===== config.mk =====
export PLATFORM = sky130hd
export DESIGN_NAME = message_display
export DESIGN_NICKNAME = d
export VERILOG_FILES = /design/src/rtl/message_display_pkg.sv /design/src/rtl/ascii_seg7_decode.sv /design/src/rtl/message_display.sv
export SDC_FILE = /design/constraint.sdc
export NUM_CORES = 1
export LEC_CHECK = 0
export ABC_AREA = 1
export ABC_CLOCK_PERIOD_IN_PS = 6700
export BUFFER_PORTS_ARGS = -buffer_cell sky130_fd_sc_hd__buf_2
export CAP_MARGIN = 30
export CORE_MARGIN = 2
export CORE_UTILIZATION = 40
export DETAILED_ROUTE_END_ITERATION = 10
export SLEW_MARGIN = 25
export SYNTH_ARGS = -nofsm -noshare
export SYNTH_HDL_FRONTEND = slang
export SYNTH_SLANG_ARGS = --single-unit

===== constraint.sdc =====
create_clock -name i_Clock -period 6.7 [get_ports i_Clock]
set_input_delay 1.675 -clock i_Clock [delete_from_list [all_inputs] [get_ports i_Clock]]
set_output_delay 1.675 -clock i_Clock [all_outputs]
set_load 0.01 [all_outputs]

===== src/rtl/message_display_pkg.sv =====
// Shared 7-segment glyph constants, ASCII-to-glyph lookup and flash FSM states
// for the message_display scan driver.
package message_display_pkg;

    localparam logic [6:0] SEG_BLANK = 7'b0000000;
    localparam logic [6:0] SEG_0     = 7'b0111111;
    localparam logic [6:0] SEG_1     = 7'b0000110;
    localparam logic [6:0] SEG_2     = 7'b1011011;
    localparam logic [6:0] SEG_3     = 7'b1001111;
    localparam logic [6:0] SEG_4     = 7'b1100110;
    localparam logic [6:0] SEG_5     = 7'b1101101;
    localparam logic [6:0] SEG_6     = 7'b1111101;
    localparam logic [6:0] SEG_7     = 7'b0000111;
    localparam logic [6:0] SEG_8     = 7'b1111111;
    localparam logic [6:0] SEG_9     = 7'b1101111;
    localparam logic [6:0] SEG_MINUS = 7'b1000000;
    localparam logic [6:0] SEG_A     = 7'b1110111;
    localparam logic [6:0] SEG_D     = 7'b1011110;
    localparam logic [6:0] SEG_E     = 7'b1111001;
    localparam logic [6:0] SEG_F     = 7'b1110001;
    localparam logic [6:0] SEG_G     = 7'b1101111;
    localparam logic [6:0] SEG_H     = 7'b1110100;
    localparam logic [6:0] SEG_I     = 7'b0000100;
    localparam logic [6:0] SEG_L     = 7'b0111000;
    localparam logic [6:0] SEG_O     = 7'b1011100;
    localparam logic [6:0] SEG_P     = 7'b1110011;
    localparam logic [6:0] SEG_U     = 7'b0011100;
    localparam logic [6:0] SEG_Y     = 7'b1101110;

    typedef enum logic [1:0] {
        ST_SHOW,
        ST_FLASH_OFF,
        ST_FLASH_ON
    } flash_state_e;

    // Active-high {g,f,e,d,c,b,a}; anything without a glyph is blank.
    function automatic logic [6:0] ascii_to_seg7(input logic [7:0] ch);
        logic [6:0] seg;
        case (ch)
            "0":      seg = SEG_0;
            "1":      seg = SEG_1;
            "2":      seg = SEG_2;
            "3":      seg = SEG_3;
            "4":      seg = SEG_4;
            "5":      seg = SEG_5;
            "6":      seg = SEG_6;
            "7":      seg = SEG_7;
            "8":      seg = SEG_8;
            "9":      seg = SEG_9;
            "-":      seg = SEG_MINUS;
            "a", "A": seg = SEG_A;
            "d":      seg = SEG_D;
            "e", "E": seg = SEG_E;
            "f", "F": seg = SEG_F;
            "g":      seg = SEG_G;
            "h":      seg = SEG_H;
            "i":      seg = SEG_I;
            "l", "L": seg = SEG_L;
            "o":      seg = SEG_O;
            "p", "P": seg = SEG_P;
            "u":      seg = SEG_U;
            "y":      seg = SEG_Y;
            default:  seg = SEG_BLANK;
        endcase
        return seg;
    endfunction

endpackage


===== src/rtl/ascii_seg7_decode.sv =====
// Combinational ASCII character to active-high 7-segment glyph decoder.
module ascii_seg7_decode
    import message_display_pkg::*;
(
    input  logic [7:0] i_char,
    output logic [6:0] o_seg_c
);

    always_comb o_seg_c = ascii_to_seg7(i_char);

endmodule


===== src/rtl/message_display.sv =====
// Multiplexed 4-digit 7-segment driver for a 4-char ASCII message, frame-latched.
// Optional MESSAGE_FLASH_EN: blink the display twice whenever the message changes.
module message_display
    import message_display_pkg::*;
#(
    parameter int unsigned CLOCK_FREQ_Mhz  = 12,
    parameter int unsigned DIGIT_PERIOD_us = 1000,
    parameter int unsigned BLANK_CYCLES    = 64,
    parameter int unsigned SEG_ACTIVE_LOW  = 1
`ifdef MESSAGE_FLASH_EN
    ,
    parameter int unsigned FLASH_FRAMES    = 60
`endif
) (
    input  logic        i_Clock,
    input  logic        i_Reset,
    input  logic [31:0] i_Message,
    output logic [6:0]  o_Segments,
    output logic [3:0]  o_Digit_En
);

    localparam int unsigned SLOT_CYCLES = CLOCK_FREQ_Mhz * DIGIT_PERIOD_us;
    localparam int unsigned CW          = (SLOT_CYCLES > 1) ? $clog2(SLOT_CYCLES) : 1;
    localparam logic [6:0]  SEG_OFF     = (SEG_ACTIVE_LOW != 0) ? 7'h7F : 7'h00;
    localparam logic [3:0]  EN_OFF      = (SEG_ACTIVE_LOW != 0) ? 4'hF : 4'h0;

    logic [CW-1:0] cnt_q, cnt_d;
    logic [1:0]    idx_q, idx_d;
    logic [31:0]   shadow_q, shadow_d;
    logic          first_q, first_d;
    logic [6:0]    seg_q, seg_d;
    logic [3:0]    en_q, en_d;
    logic [7:0]    cur_char;
    logic [6:0]    glyph;
    logic          slot_wrap, frame_start, dark, digit_on;

    // Slot/digit scan and frame-aligned message capture.
    always_comb begin
        slot_wrap   = (cnt_q == CW'(SLOT_CYCLES - 1));
        cnt_d       = slot_wrap ? '0 : cnt_q + CW'(1);
        idx_d       = slot_wrap ? idx_q + 2'd1 : idx_q;
        frame_start = first_q || (slot_wrap && (idx_q == 2'd3));
        shadow_d    = frame_start ? i_Message : shadow_q;
        first_d     = 1'b0;
    end

    always_comb begin
        cur_char = shadow_q[31:24];
        case (idx_q)
            2'd0:    cur_char = shadow_q[31:24];
            2'd1:    cur_char = shadow_q[23:16];
            2'd2:    cur_char = shadow_q[15:8];
            default: cur_char = shadow_q[7:0];
        endcase
    end

    ascii_seg7_decode u_decode (
        .i_char  (cur_char),
        .o_seg_c (glyph)
    );

`ifdef MESSAGE_FLASH_EN
    localparam int unsigned FW = (FLASH_FRAMES > 1) ? $clog2(FLASH_FRAMES) : 1;

    flash_state_e  state_q, state_d;
    logic [FW-1:0] fcnt_q, fcnt_d;
    logic          second_q, second_d;

    // A change to a non-blank message restarts the OFF/ON/OFF/ON sequence.
    always_comb begin
        state_d  = state_q;
        fcnt_d   = fcnt_q;
        second_d = second_q;
        if (frame_start) begin
            if (i_Message != shadow_q) begin
                fcnt_d   = '0;
                second_d = 1'b0;
                state_d  = (i_Message == 32'h0) ? ST_SHOW : ST_FLASH_OFF;
            end else if (state_q != ST_SHOW) begin
                if (fcnt_q == FW'(FLASH_FRAMES - 1)) begin
                    fcnt_d = '0;
                    case (state_q)
                        ST_FLASH_OFF: state_d = ST_FLASH_ON;
                        ST_FLASH_ON: begin
                            if (second_q) begin
                                state_d = ST_SHOW;
                            end else begin
                                state_d  = ST_FLASH_OFF;
                                second_d = 1'b1;
                            end
                        end
                        default: state_d = ST_SHOW;
                    endcase
                end else begin
                    fcnt_d = fcnt_q + FW'(1);
                end
            end
        end
    end

    always_ff @(posedge i_Clock or posedge i_Reset) begin
        if (i_Reset) begin
            state_q  <= ST_SHOW;
            fcnt_q   <= '0;
            second_q <= 1'b0;
        end else begin
            state_q  <= state_d;
            fcnt_q   <= fcnt_d;
            second_q <= second_d;
        end
    end

    assign dark = (state_q == ST_FLASH_OFF);
`else
    assign dark = 1'b0;
`endif

    // Pin drive: blanking window at slot start, then the indexed digit.
    always_comb begin
        digit_on = !dark && (cnt_q >= CW'(BLANK_CYCLES));
        seg_d    = digit_on ? glyph : SEG_BLANK;
        en_d     = digit_on ? (4'b1000 >> idx_q) : 4'b0000;
        if (SEG_ACTIVE_LOW != 0) begin
            seg_d = ~seg_d;
            en_d  = ~en_d;
        end
    end

    always_ff @(posedge i_Clock or posedge i_Reset) begin
        if (i_Reset) begin
            cnt_q    <= '0;
            idx_q    <= 2'd0;
            shadow_q <= 32'h0;
            first_q  <= 1'b1;
            seg_q    <= SEG_OFF;
            en_q     <= EN_OFF;
        end else begin
            cnt_q    <= cnt_d;
            idx_q    <= idx_d;
            shadow_q <= shadow_d;
            first_q  <= first_d;
            seg_q    <= seg_d;
            en_q     <= en_d;
        end
    end

    assign o_Segments = seg_q;
    assign o_Digit_En = en_q;

endmodule


* Word-level counts from Yosys, hierarchy flattened *
Memory sizes are Yosys's and may differ from the RTL's.
Cells that the tools add are included.

cells by class
  equality and inequality tests = 4
  reductions and logical operators = 3
  bitwise logic cells = 2
  $lt $le $gt $ge = 1
  shifts and indexed selects = 1
  $add $sub $neg = 2
  muxes and demuxes = 5

operators by type and width
  kind                   number
  $pmux 8 s3             1
  $add 14x1->14 const B  1
  $eq 14x14->1 const B   1
  $ge 14x7->1 const B    1
  $mux 14                1
  $mux 7                 2
  $not 7->7              1
  $eq 2x2->1 const B     2
  $mux 4                 1
  $not 4->4              1
  $shr 4x2->4 const A    1
  $add 2x1->2 const B    1
  $eq 2x1->1 const B     1
  $logic_not 2->1        1
  $logic_and 1x1->1      1
  $logic_or 1x1->1       1

word-level totals
  register bits = 60
  ROM bits = 896
  output and inout bits = 11
  memories = 1
  logic and storage cells = 25

memories
  memory            words  width  read ports  clocked after Yosys merged registers in  write ports  line                       RTL
  (name not given)  128    7      1           0                                        0            message_display_pkg.sv:39  case (ch)

* Depth between registers and ports, before layout *
Gate-level depths: netlist of the first run.
An unclocked memory read counts as a cell.

  word-level depth = 6
  gate-level depth with buffers = 19
  depth with buffers taken out = 18

* By module *
Synthesis of the first run repeated with hierarchy kept, for this count alone.

second synthesis, totals
  cell total of the unflattened synthesis = 466
  area total of the unflattened synthesis = 3444.6 sq um

by module, submodules not included
  module             times used  seq. area each (sq um)  cells an instance  area an instance (sq um)
  message_display    1           1516.5                  335                2752.6
  ascii_seg7_decode  1           0.0                     131                691.9

* Worst setup path after synthesis of the first run *
OpenSTA, ideal clock, no wires.

  path kind = register to register
  from = register idx_q[0]
  to = register seg_q[4], in the netlist o_Segments[4]
  path slack = 4401 ps
  arrival time = 2238 ps
  cell stages (with the launch flop) = 16
  setup time = 61 ps
  data required time = 6639 ps
  buffers on the path = 1
  cells stage by stage = dfrtp_1 ha_1 inv_2 clkbuf_8 nand2_1 o21ai_0 ha_1 nand3_1 nand3_1 nand2_1 nand2_1 nand2_1 nand2_1 nand2_1 nand2_1 nand2_1

on the way
  word-level cells in the longest chain between the ends = 6
  elaborated cells on any way between the ends = 8
  classes of those cells = eq/ne: 2; mux: 3; bitwise: 1; reduce/logical: 1; memory: 1

ends and longest elaborated chain
  element                             line                       RTL
  from (decl)                         message_display.sv:28      logic [1:0] idx_q, idx_d;
  from (signal assigned)              message_display.sv:139     idx_q <= idx_d;
  $eq 2x2->1 (tied with other cells)  message_display.sv:49      case (idx_q)
  $pmux 8 s3 (*)                      message_display.sv:49
  $mem_v2 128x7                       --
  $mux 7 (*)                          message_display_pkg.sv:39
  $mux 7 (*)                          message_display.sv:121     seg_d = digit_on ? glyph : SEG_BLANK;
  $not 7->7 (*)                       message_display.sv:124     seg_d = ~seg_d;
  via seg_d[4]                        message_display.sv:31      logic [6:0] seg_q, seg_d;
  to (signal assigned)                message_display.sv:142     seg_q <= seg_d;
  to (decl)                           message_display.sv:31

Mark *: on every way through the listed nets, which the timed path passes. The rest lies on a longest branch.
A chain may end at the register's enable or synchronous reset.

* Worst setup path after layout of the first run *
  from = register idx_q[0]
  to = register seg_q[3], in the netlist o_Segments[3]

The elaborated chain is that of the path after synthesis.

==> flow_summary.ini, run 1 <==
[cells_and_area]
layout.nets = 551
syn2layout_area_growth_pct = 15.75
drive_above_1_share_pct = 16.90
final_area_um2 = 3955
fin_util_pct = 47.89
num_antenna_cells = 0

[clock_tree]
cts_buffers = 9
clk_path_buf_depth = 2
cts_resized = 0
clock-root-buffer = clkbuf_8
cts_hold_buf = 0
clkLatencyLatePin_ns = 0.34
cts_max_level = 3
cts_sinks = 60
clkTransAtPathRegs_ns = 0.07
tritoncts = built
cts_setup_buffers = 0

[yosys]
yosysWarningCount = 0
synth_cell_type_count = 34
syn_inst = 457
syn_nets = 504
ys_seq_area_share_pct = 44.38
synth-seq-cells = 60
syn_avg_cell_area_um2 = 7.477
synthesis.area_um2 = 3417

[setup_path]
crit_path_end_kind = flip-flop
slowest_delay_ns = 0.53
crit_type = flip-flop to flip-flop
crit_buf_inv = 1
start_kind = flip-flop
path_cells = ha_1 > inv_2 > nand2_1 > o21ai_0 > ha_1 > nand3_1 > o21ai_0 > nand2_1 > nand3_1 > a21oi_1 > nand2_1
r2r-start = idx_q[0]
crit_top_cell = nand2_1
critical_path_peak_fanout = 14
startpoint = idx_q[0]
worstPathRequired_ns = 6.96
cp_slowest_cell = o21ai_0
crit_arrival_ns = 3.04
cp_top_family = compound AO/OA/AOI/OAI gates

[power_and_ir_drop]
p_per_area_nw_per_um2 = 217.6
vdd_drop_max_mv = 0.1577
leakagePower_uw = 0.002003

[detailed_routing]
drc = 0
drtAntennaViolNets = 0
drt_pass1_iterations = 4
vias = 2980
drtIter0Drc = 163
drt-total-wl_um = 7404
wl_per_cell_um = 12.06
vias_per_cell = 4.853

[global_routing]
grt_max_degree = 61
grt_pass1_wl_um = 12680
grt_pass1_vias = 2809
antenna_found_initial = 0
grt_overflow = 0
grt_use_total_pct = 17.74

[min_path]
holdCritPathClass = flip-flop to flip-flop
hold_path_startpoint = cnt_q[0]

[place]
dpl_cell_area_um2 = 3740
gp_congestion = 0.8471
pre_cts_ws_ns = 3.952
dpl.hpwl_um = 5462
io_buffers = 44

[timing]
min_period_ns = 2.780
worst_pin_slew_ns = 0.7845
finalHoldViolCount = 0
setup_violations = 0
setup_ws_ns = 3.920
slew_headroom_pct = 47.70
fmax_ghz = 0.3596
drv_slew = 0
rsz0062_at_grt = no
skew_ns = 0.009703
setup-tns-final_ns = 0
fin_crit_sh_pct = 41.50

[run]
max_cap_viol_count = 0

[floorplanning]
die_area_um2 = 9298
ios = 45
chipWidth_um = 96.43
rows = 33
core_um2 = 8258
start_util_pct = 41.38
die_h_um = 96.43

[run_status]
status = complete, no violations
-- sequential cells by signal, summed over array words and instances, names as in the netlist --
| name | cells |
|---|---|
| cnt_q | 14 |
| first_q | 1 |
| idx_q | 2 |
| o_Digit_En | 4 |
| o_Segments | 7 |
| shadow_q | 32 |
-- stage by stage --
step | cells | power [uW] | hold WS [ns]
6_report | 614 | 860.8 | 0.5079
2_1_floorplan | 457 | 479.6 | 0.4744
4_1_cts | 614 | 871.8 | 0.5140
3_3_place_gp | 597 | 511.3 | 0.4901
5_1_grt | 614 | 908.0 | 0.5331
3_5_place_dp | 598 | 512.9 | 0.5027
-- final timing paths --
kind	cells past startpoint	end	slack, ns
worst max-delay path	11	o_Segments[3]	3.92
worst min-delay path	1	cnt_q[0]	0.51
worst max register to register	11	o_Segments[3]	3.92
worst min register to register	1	cnt_q[0]	0.51
max in group asynchronous	3	shadow_q[5]	4.62
min in group asynchronous	3	cnt_q[2]	1.55
-- synthesized netlist by cell type --
| cell type | instances | area, um^2 |
|---|---|---|
| o21ai_1 | 1 | 5.000 |
| buf_2 | 4 | 20.02 |
| o211ai_1 | 1 | 7.510 |
| o22ai_2 | 2 | 25.02 |
| nor2_1 | 28 | 105.1 |
| o22ai_1 | 3 | 18.77 |
| nor2_4 | 2 | 22.52 |
| a31oi_1 | 1 | 6.260 |
| ha_1 | 13 | 162.7 |
| nor2_2 | 1 | 6.260 |
| dfrtp_1 | 48 | 1201 |
| nor3b_1 | 4 | 30.03 |
| o22ai_4 | 1 | 20.02 |
| nor4_1 | 3 | 18.77 |
| a21oi_1 | 10 | 50.05 |
| nand3b_1 | 1 | 7.510 |
| inv_2 | 3 | 11.26 |
| o21ai_0 | 49 | 245.2 |
| nand3_1 | 31 | 155.2 |
| nand4_1 | 4 | 25.02 |
| a21oi_2 | 1 | 8.760 |
| clkbuf_8 | 1 | 13.76 |
| conb_1 | 1 | 3.750 |
| o21bai_4 | 1 | 18.77 |
| inv_1 | 74 | 277.8 |
| nand2_1 | 138 | 518.0 |
| nor3_1 | 8 | 40.04 |
| clkinv_1 | 1 | 3.750 |
| a41oi_1 | 1 | 8.760 |
| xor2_1 | 4 | 35.03 |
| dfstp_2 | 12 | 315.3 |
| buf_6 | 1 | 11.26 |
| clkbuf_1 | 3 | 11.26 |
| buf_4 | 1 | 7.510 |
-- where the power goes --
part	internal, uW	switching, uW
combinational	41.1	75.7
sequential	380	9.34
clock	208	146
total	629	231
-- cell usage in the layout, fill, tap and decap left out, drive strengths merged, types with 8 or more instances in the layout --
cell,count
nand2,138
clkbuf,9
dfrtp,48
dfstp,12
inv,77
ha,13
nor3,8
nand3,31
a21oi,11
o21ai,50
nor2,31
buf,46
-- logic make-up after synthesis --
family                   after synthesis  synth area share, %
adder cells (fa/ha/maj)               13                4.760
flip-flops                            60                44.38
other                                  1               0.1097
AND/OR/NAND/NOR                      220                27.17
AO/OA/AOI/OAI                         71                12.12
XOR/XNOR                               4                1.025
buffers and inverters                 88                10.44
-- metal layers --
metal | wire length [um] | vias to the layer above | part of all wire, % | GRT usage [%]
li1 | - | 1536 | - | -
met1 | 3815 | 1370 | 52 | 25.98
met2 | 3179 | 65 | 43 | 25.64
met3 | 313 | 9 | 4.2 | 3.801
met4 | 96 | 0 | 1.3 | 6.808
met5 | 0 | - | 0 | 0
-- final cells by class --
cell class / count / area, um^2
Clock buffer: 9 / 123.9
Clock inverter: 7 / 91.34
Fill cell: 845 / 4303
Inverter: 78 / 292.8
Multi-Input combinational cell: 309 / 1544
Sequential cell: 60 / 1516
Tap cell: 105 / 131.4
Timing Repair Buffer: 46 / 255.2
No activity file was read; power rests on OpenSTA's default activity.
==> inputs of run 2 (changes only) <==
--- a/config.mk
+++ b/config.mk
@@ -6,7 +6,7 @@
 export NUM_CORES = 1
 export LEC_CHECK = 0
 export ABC_AREA = 1
-export ABC_CLOCK_PERIOD_IN_PS = 6700
+export ABC_CLOCK_PERIOD_IN_PS = 2600
 export BUFFER_PORTS_ARGS = -buffer_cell sky130_fd_sc_hd__buf_2
 export CAP_MARGIN = 30
 export CORE_MARGIN = 2
==> constraint.sdc (replaced) <==
create_clock -name i_Clock -period 2.6 [get_ports i_Clock]
set_input_delay 0.65 -clock i_Clock [delete_from_list [all_inputs] [get_ports i_Clock]]
set_output_delay 0.65 -clock i_Clock [all_outputs]
set_load 0.01 [all_outputs]
==> run 2 against run 1 <==
Effect of this change:
- clock skew up 0.0014 ns
- critical path depth up 3
- first-iteration DRC count down 21%
- non-clock buffer count up 5
- flip-flop and latch count unchanged
- largest cell class unchanged
- critical path type unchanged
- routed wire length up 3.1%
==> flow_summary.ini, run 2 (synthesis gave the netlist of run 1 again) <==
[detailed_routing]
vias = 2964
drt_pass1_iterations = 4
wl_per_cell_um = 12.33
vias_per_cell = 4.788
drt-total-wl_um = 7630
drtAntennaViolNets = 0
drtIter0Drc = 129
drc = 0

[setup_path]
cp_top_family = simple AND/OR/NAND/NOR gates
cp_slowest_cell = dfrtp_1
crit_path_end_kind = flip-flop
crit_buf_inv = 2
path_cells = ha_1 > inv_2 > nor2_1 > nor2_1 > ha_1 > inv_1 > nand2_1 > nand2_1 > o21ai_0 > nand2_1 > nand2_1 > nand2_1 > nand2_1 > nand2_1
crit_type = flip-flop to flip-flop
start_kind = flip-flop
crit_arrival_ns = 2.63
slowest_delay_ns = 0.41
worstPathRequired_ns = 2.86
critical_path_peak_fanout = 11
crit_top_cell = nand2_1

[timing]
finalHoldViolCount = 0
setup_violations = 0
fmax_ghz = 0.4217
skew_ns = 0.01108
fin_crit_sh_pct = 91.20
rsz0062_at_grt = no
min_period_ns = 2.371
setup-tns-final_ns = 0
drv_slew = 0
setup_ws_ns = 0.2287

[floorplanning]
ios = 45
die_area_um2 = 9298
core_um2 = 8258
rows = 33
start_util_pct = 41.38
chipWidth_um = 96.43
die_h_um = 96.43

[clock_tree]
cts_resized = 0
cts_sinks = 60
cts_buffers = 9
cts_max_level = 3
tritoncts = built
cts_setup_buffers = 0
clkLatencyLatePin_ns = 0.33
cts_hold_buf = 0
clk_path_buf_depth = 2
clock-root-buffer = clkbuf_8
clkTransAtPathRegs_ns = 0.07

[cells_and_area]
layout_commonest_cell = nand2_1
largest_register = shadow_q
syn2layout_area_growth_pct = 16.18
fillers = 858
num_antenna_cells = 0
drive_above_1_share_pct = 18.09
layout.nets = 556
largest_register_ffs = 32
final_cell_mix = nand2_1, inv_1, o21ai_0, dfrtp_1, buf_2

[place]
io_buffers = 44
dpl.hpwl_um = 5624
gp_congestion = 0.9209
pre_cts_ws_ns = 0.1485

[global_routing]
grt_pass1_wl_um = 12810
antenna_found_initial = 0
grt_max_degree = 61
grt_pass1_vias = 2671
use_met1_pct = 25.97
grt_use_met2_pct = 26.97
busiest_layer = met2
grt_use_total_pct = 18.00
grt_overflow = 0
gr-usage-met3_pct = 3.724

[run]
max_cap_viol_count = 0

[min_path]
holdCritPathClass = input port to asynchronous set/reset pin

[power_and_ir_drop]
vdd_drop_max_mv = 0.3245
p_per_area_nw_per_um2 = 523.1
leakagePower_uw = 0.002005

[run_status]
status = complete, no violations
run 2: changes by cell type in the layout (fill, tap and decap cells not counted), sizes merged:
cell      before  now
clkinv         5    3
bufinv         2    0
buf           46   51
clkinvlp       1    2
clkbuf         9   12
run 2: cell type report:
type / instances / area (um^2) / share of cell area, %
clock buffers: 12 / 155.1 / 3.908
clock inverters: 4 / 25.02 / 0.6303
inverters: 78 / 292.8 / 7.375
multi-input cells: 309 / 1551 / 39.08
flip-flops and latches: 60 / 1516 / 38.20
well taps: 105 / 131.4 / 3.309
repair buffers: 51 / 297.8 / 7.501
run 2: power breakdown:
group	leakage [uW]	switching [uW]	total, uW	internal [uW]
sequential	0.000724	23.3	1000	980
combinational	0.00119	200	312	112
clock	0.0000884	367	761	395
total	0.00201	589	2080	1490
run 2: path summary, 6_finish.rpt:
kind                               start            end  slack, ns  cells past startpoint
worst max-delay path            idx_q[0]  o_Segments[1]       0.23                     14
worst min-delay path             i_Reset   shadow_q[30]       0.34                      2
worst max register to register  idx_q[0]  o_Segments[1]       0.23                     14
worst min register to register  cnt_q[0]       cnt_q[0]       0.52                      1
max in group asynchronous        i_Reset  o_Digit_En[0]       1.63                      3
min in group i_Clock            cnt_q[0]       cnt_q[0]       0.52                      1
run 2: per-stage QoR:
step | utilization, % | cell area, um^2 | instances | total power (uW) | hold WS [ns]
after floorplan | - | 3417 | 457 | 1236 | 0.4744
after global placement | 45.80 | 3782 | 603 | 1329 | 0.5006
after detailed placement | 45.80 | 3782 | 603 | 1330 | 0.5044
after CTS | 47.98 | 3963 | 619 | 2103 | 0.3516
after global routing | 48.08 | 3970 | 619 | 2199 | 0.3753
final | 48.08 | 3970 | 619 | 2077 | 0.3377
run 2: layer usage:
layer	up-vias	part of all wire, %
met5	-	0
met4	0	1.6
met3	13	4.1
met2	70	44
met1	1346	50
li1	1535	-
==> inputs of run 3 (changes only) <==
--- a/config.mk
+++ b/config.mk
@@ -6,13 +6,15 @@
 export NUM_CORES = 1
 export LEC_CHECK = 0
 export ABC_AREA = 1
-export ABC_CLOCK_PERIOD_IN_PS = 2600
+export ABC_CLOCK_PERIOD_IN_PS = 2400
 export BUFFER_PORTS_ARGS = -buffer_cell sky130_fd_sc_hd__buf_2
 export CAP_MARGIN = 30
 export CORE_MARGIN = 2
 export CORE_UTILIZATION = 40
 export DETAILED_ROUTE_END_ITERATION = 10
+export RECOVER_POWER = 100
 export SLEW_MARGIN = 25
 export SYNTH_ARGS = -nofsm -noshare
 export SYNTH_HDL_FRONTEND = slang
+export SYNTH_HIERARCHICAL = 1
 export SYNTH_SLANG_ARGS = --single-unit
==> constraint.sdc (replaced) <==
create_clock -name i_Clock -period 2.4 [get_ports i_Clock]
set_input_delay 0.6 -clock i_Clock [delete_from_list [all_inputs] [get_ports i_Clock]]
set_output_delay 0.6 -clock i_Clock [all_outputs]
set_load 0.01 [all_outputs]
==> run 3 against run 2 <==
Effect of this change:
- global-route usage rose by 0.21 points
- core utilization rose by 1.4 points
- clock skew rose by 0.00093 ns
- clock-buffer cell count did not move
- synthesized cell count rose by 2.0%
- combinational power rose by 23%
- critical endpoint is now o_Segments[0]
- power rose by 11%
- non-clock buffer count rose by 15
- synthesized area rose by 0.81%
- final area rose by 3.5%
- cell count rose by 2.4%
- critical path depth rose by 1
- largest power group unchanged
==> flow_summary.ini, run 3 <==
[min_path]
hold_path_startpoint = i_Message[26]
hold_depth = 3
whs_endpoint = shadow_q[26]
holdCritPathClass = input port to flip-flop

[floorplanning]
start_util_pct = 41.50
rows = 33
die_area_um2 = 9369
core_um2 = 8299
die_h_um = 96.80
chipWidth_um = 96.80
ios = 45

[yosys]
yosys-top-cells-count = nand2_1, nand3_1, dfrtp_1
synth_top_family_by_area = simple AND/OR/NAND/NOR gates
yosysWarningCount = 6
syn_nets = 514
yosys-top-cells-area = dfrtp_1, nand2_1, dfstp_2, nand3_1, ha_1
synthMuxAreaShare_pct = 0
ys_seq_area_share_pct = 44.02
yosysTopAreaCell = dfrtp_1
synth-seq-cells = 60
synth_top_area_share_pct = 34.87
synthFlopType = dfrtp_1
synth-compound-area-share_pct = 7.846
synthesis.area_um2 = 3445
synth-adder-area-share_pct = 5.085
synth-simple-area-share_pct = 34.51
synth-xor-area-share_pct = 0.7628
yosysMostFrequentCell = nand2_1
synth-async-reset-ratio_pct = 100.0
syn_inst = 466
synth-edff-count = 0
synth_cell_type_count = 30
syn_avg_cell_area_um2 = 7.392

[detailed_routing]
drtAntennaViolNets = 0
drtIter0Drc = 145
drt-total-wl_um = 8278
wl_per_cell_um = 13.06
drt_pass1_iterations = 4
vias_per_cell = 5.049
drc = 0
vias = 3201

[setup_path]
r2r-start = idx_q[0]
crit_path_end_kind = flip-flop
r2r_end = o_Segments[0]
critical_path_peak_fanout = 5
worstPathRequired_ns = 2.64
reg2reg_depth = 15
start_kind = flip-flop
crit_type = flip-flop to flip-flop
crit_arrival_ns = 2.50
ff2ff_setup_slack_ns = 0.14

[power_and_ir_drop]
seqPwrFrac_pct = 47.6
leakagePower_uw = 0.002114
intPower_uw = 1638
vdd_drop_max_mv = 0.3538
p_comb_share_pct = 16.7
clockPowerShare_pct = 35.7
p_sw_share_pct = 28.85
p_per_area_nw_per_um2 = 560.0
power.switching_uw = 664.1

[clock_tree]
cts_sinks = 60
cts_max_level = 3
clk_path_buf_depth = 2
tritoncts = built
clock-root-buffer = clkbuf_8
clkTransAtPathRegs_ns = 0.08
cts_hold_buf = 0
clkLatencyLatePin_ns = 0.33
cts_buffers = 9

[timing]
worst_pin_slew_ns = 1.471
slew_headroom_pct = 1.946
setup-tns-final_ns = 0
fmax_ghz = 0.4429
drv_slew = 0
fin_crit_sh_pct = 94.07
min_period_ns = 2.258
hold_ws_ns = 0.4540
setup_violations = 0
setup_ws_ns = 0.1423
finalHoldViolCount = 0
skew_ns = 0.01201

[place]
gp_congestion = 0.9303
dpl.hpwl_um = 5976
io_buffers = 44
pre_cts_ws_ns = 0.02747

[global_routing]
grt_pass1_wl_um = 13940
grt_use_total_pct = 18.22
antenna_found_initial = 0
grt_max_degree = 61
grt_overflow = 0
grt_pass1_vias = 3009

[cells_and_area]
largest_register = shadow_q
final_cell_mix = nand2_1, nand3_1, dfrtp_1, nor2_1, buf_2
syn2layout_area_growth_pct = 19.32
layout.nets = 572
largest_register_ffs = 32
fillers = 837
num_antenna_cells = 0
fin_util_pct = 49.53
drive_above_1_share_pct = 21.74
layout_commonest_cell = nand2_1

[run_status]
status = complete, no violations

[run]
max_cap_viol_count = 0
[run 3: cell families (layout without fill, tap and decap cells)]
kind of cell	count (synthesis)	count (layout)
buf+inv	60	123
flops	60	60
fa+ha+maj	14	14
other cells	1	1
simple gates	282	282
xor+xnor	3	3
compound gates	46	46
[run 3: area by class of cell]
| class | count | area (um^2) | share of cell area (%) |
|---|---|---|---|
| inverter | 41 | 156.4 | 3.805 |
| multi-input combinational | 346 | 1745 | 42.47 |
| clock inverter | 4 | 25.02 | 0.6088 |
| timing repair buffer | 66 | 379.1 | 9.224 |
| tap | 105 | 131.4 | 3.196 |
| sequential | 60 | 1518 | 36.93 |
| clock buffer | 12 | 155.1 | 3.775 |
[run 3: layer usage]
layer  vias to the layer above  share of wire (%)  global-route usage [%]
met1                      1502                 48                   25.03
met5                         -                  0                       0
met3                         6                5.1                   4.408
li1                       1603                  -                       -
met2                        90                 46                   28.47
met4                         0               0.88                   5.742
[run 3: what timing repair did]
action	in CTS	in global routing
setup endpoints to repair	0	7
hold endpoints to repair	0	0
buffers inserted	0	3
gates resized for setup	0	19
[run 3: worst max-delay path by stage]
| stage | slack (ns) | start | endpoint | cells after the start |
|---|---|---|---|---|
| global placement | 0.04 | idx_q[0] | o_Segments[3] | 11 |
| detailed placement | 0.03 | idx_q[0] | o_Segments[0] | 15 |
| floorplan | 0.01 | idx_q[0] | o_Segments[0] | 16 |
| global route | -0.03 | idx_q[1] | o_Segments[0] | 15 |
| CTS | 0.004 | idx_q[0] | o_Segments[0] | 15 |
| finish | 0.14 | idx_q[0] | o_Segments[0] | 15 |
[run 3: per-stage QoR]
step | area (um^2) | cells | power (uW)
floorplan | 3460 | 466 | 1367
global placement | 3866 | 615 | 1493
detailed placement | 3866 | 615 | 1492
CTS | 4046 | 631 | 2333
global route | 4110 | 634 | 2444
finish | 4110 | 634 | 2302
[run 3: power by group through the flow]
| stage | sequential [uW] | clock (uW) | combinational, uW |
|---|---|---|---|
| finish | 1090 | 823 | 384 |
| global placement | 1110 | 0 | 382 |
| detailed placement | 1110 | 0 | 381 |
| CTS | 1090 | 858 | 382 |
| floorplan | 1100 | 0 | 268 |
| global route | 1100 | 906 | 438 |
[run 3: worst max-delay path: stages (launching register included)]
cell     delay (ns)
dfrtp_2        0.45
inv_2          0.10
ha_2           0.25
a21oi_2        0.09
a31oi_4        0.16
inv_2          0.06
ha_2           0.33
inv_1          0.05
nand2_1        0.09
nand2_1        0.07
nor2_1         0.10
nor2_1         0.06
nand2_1        0.07
nand3_1        0.09
a21oi_2        0.12
nand2_1        0.06
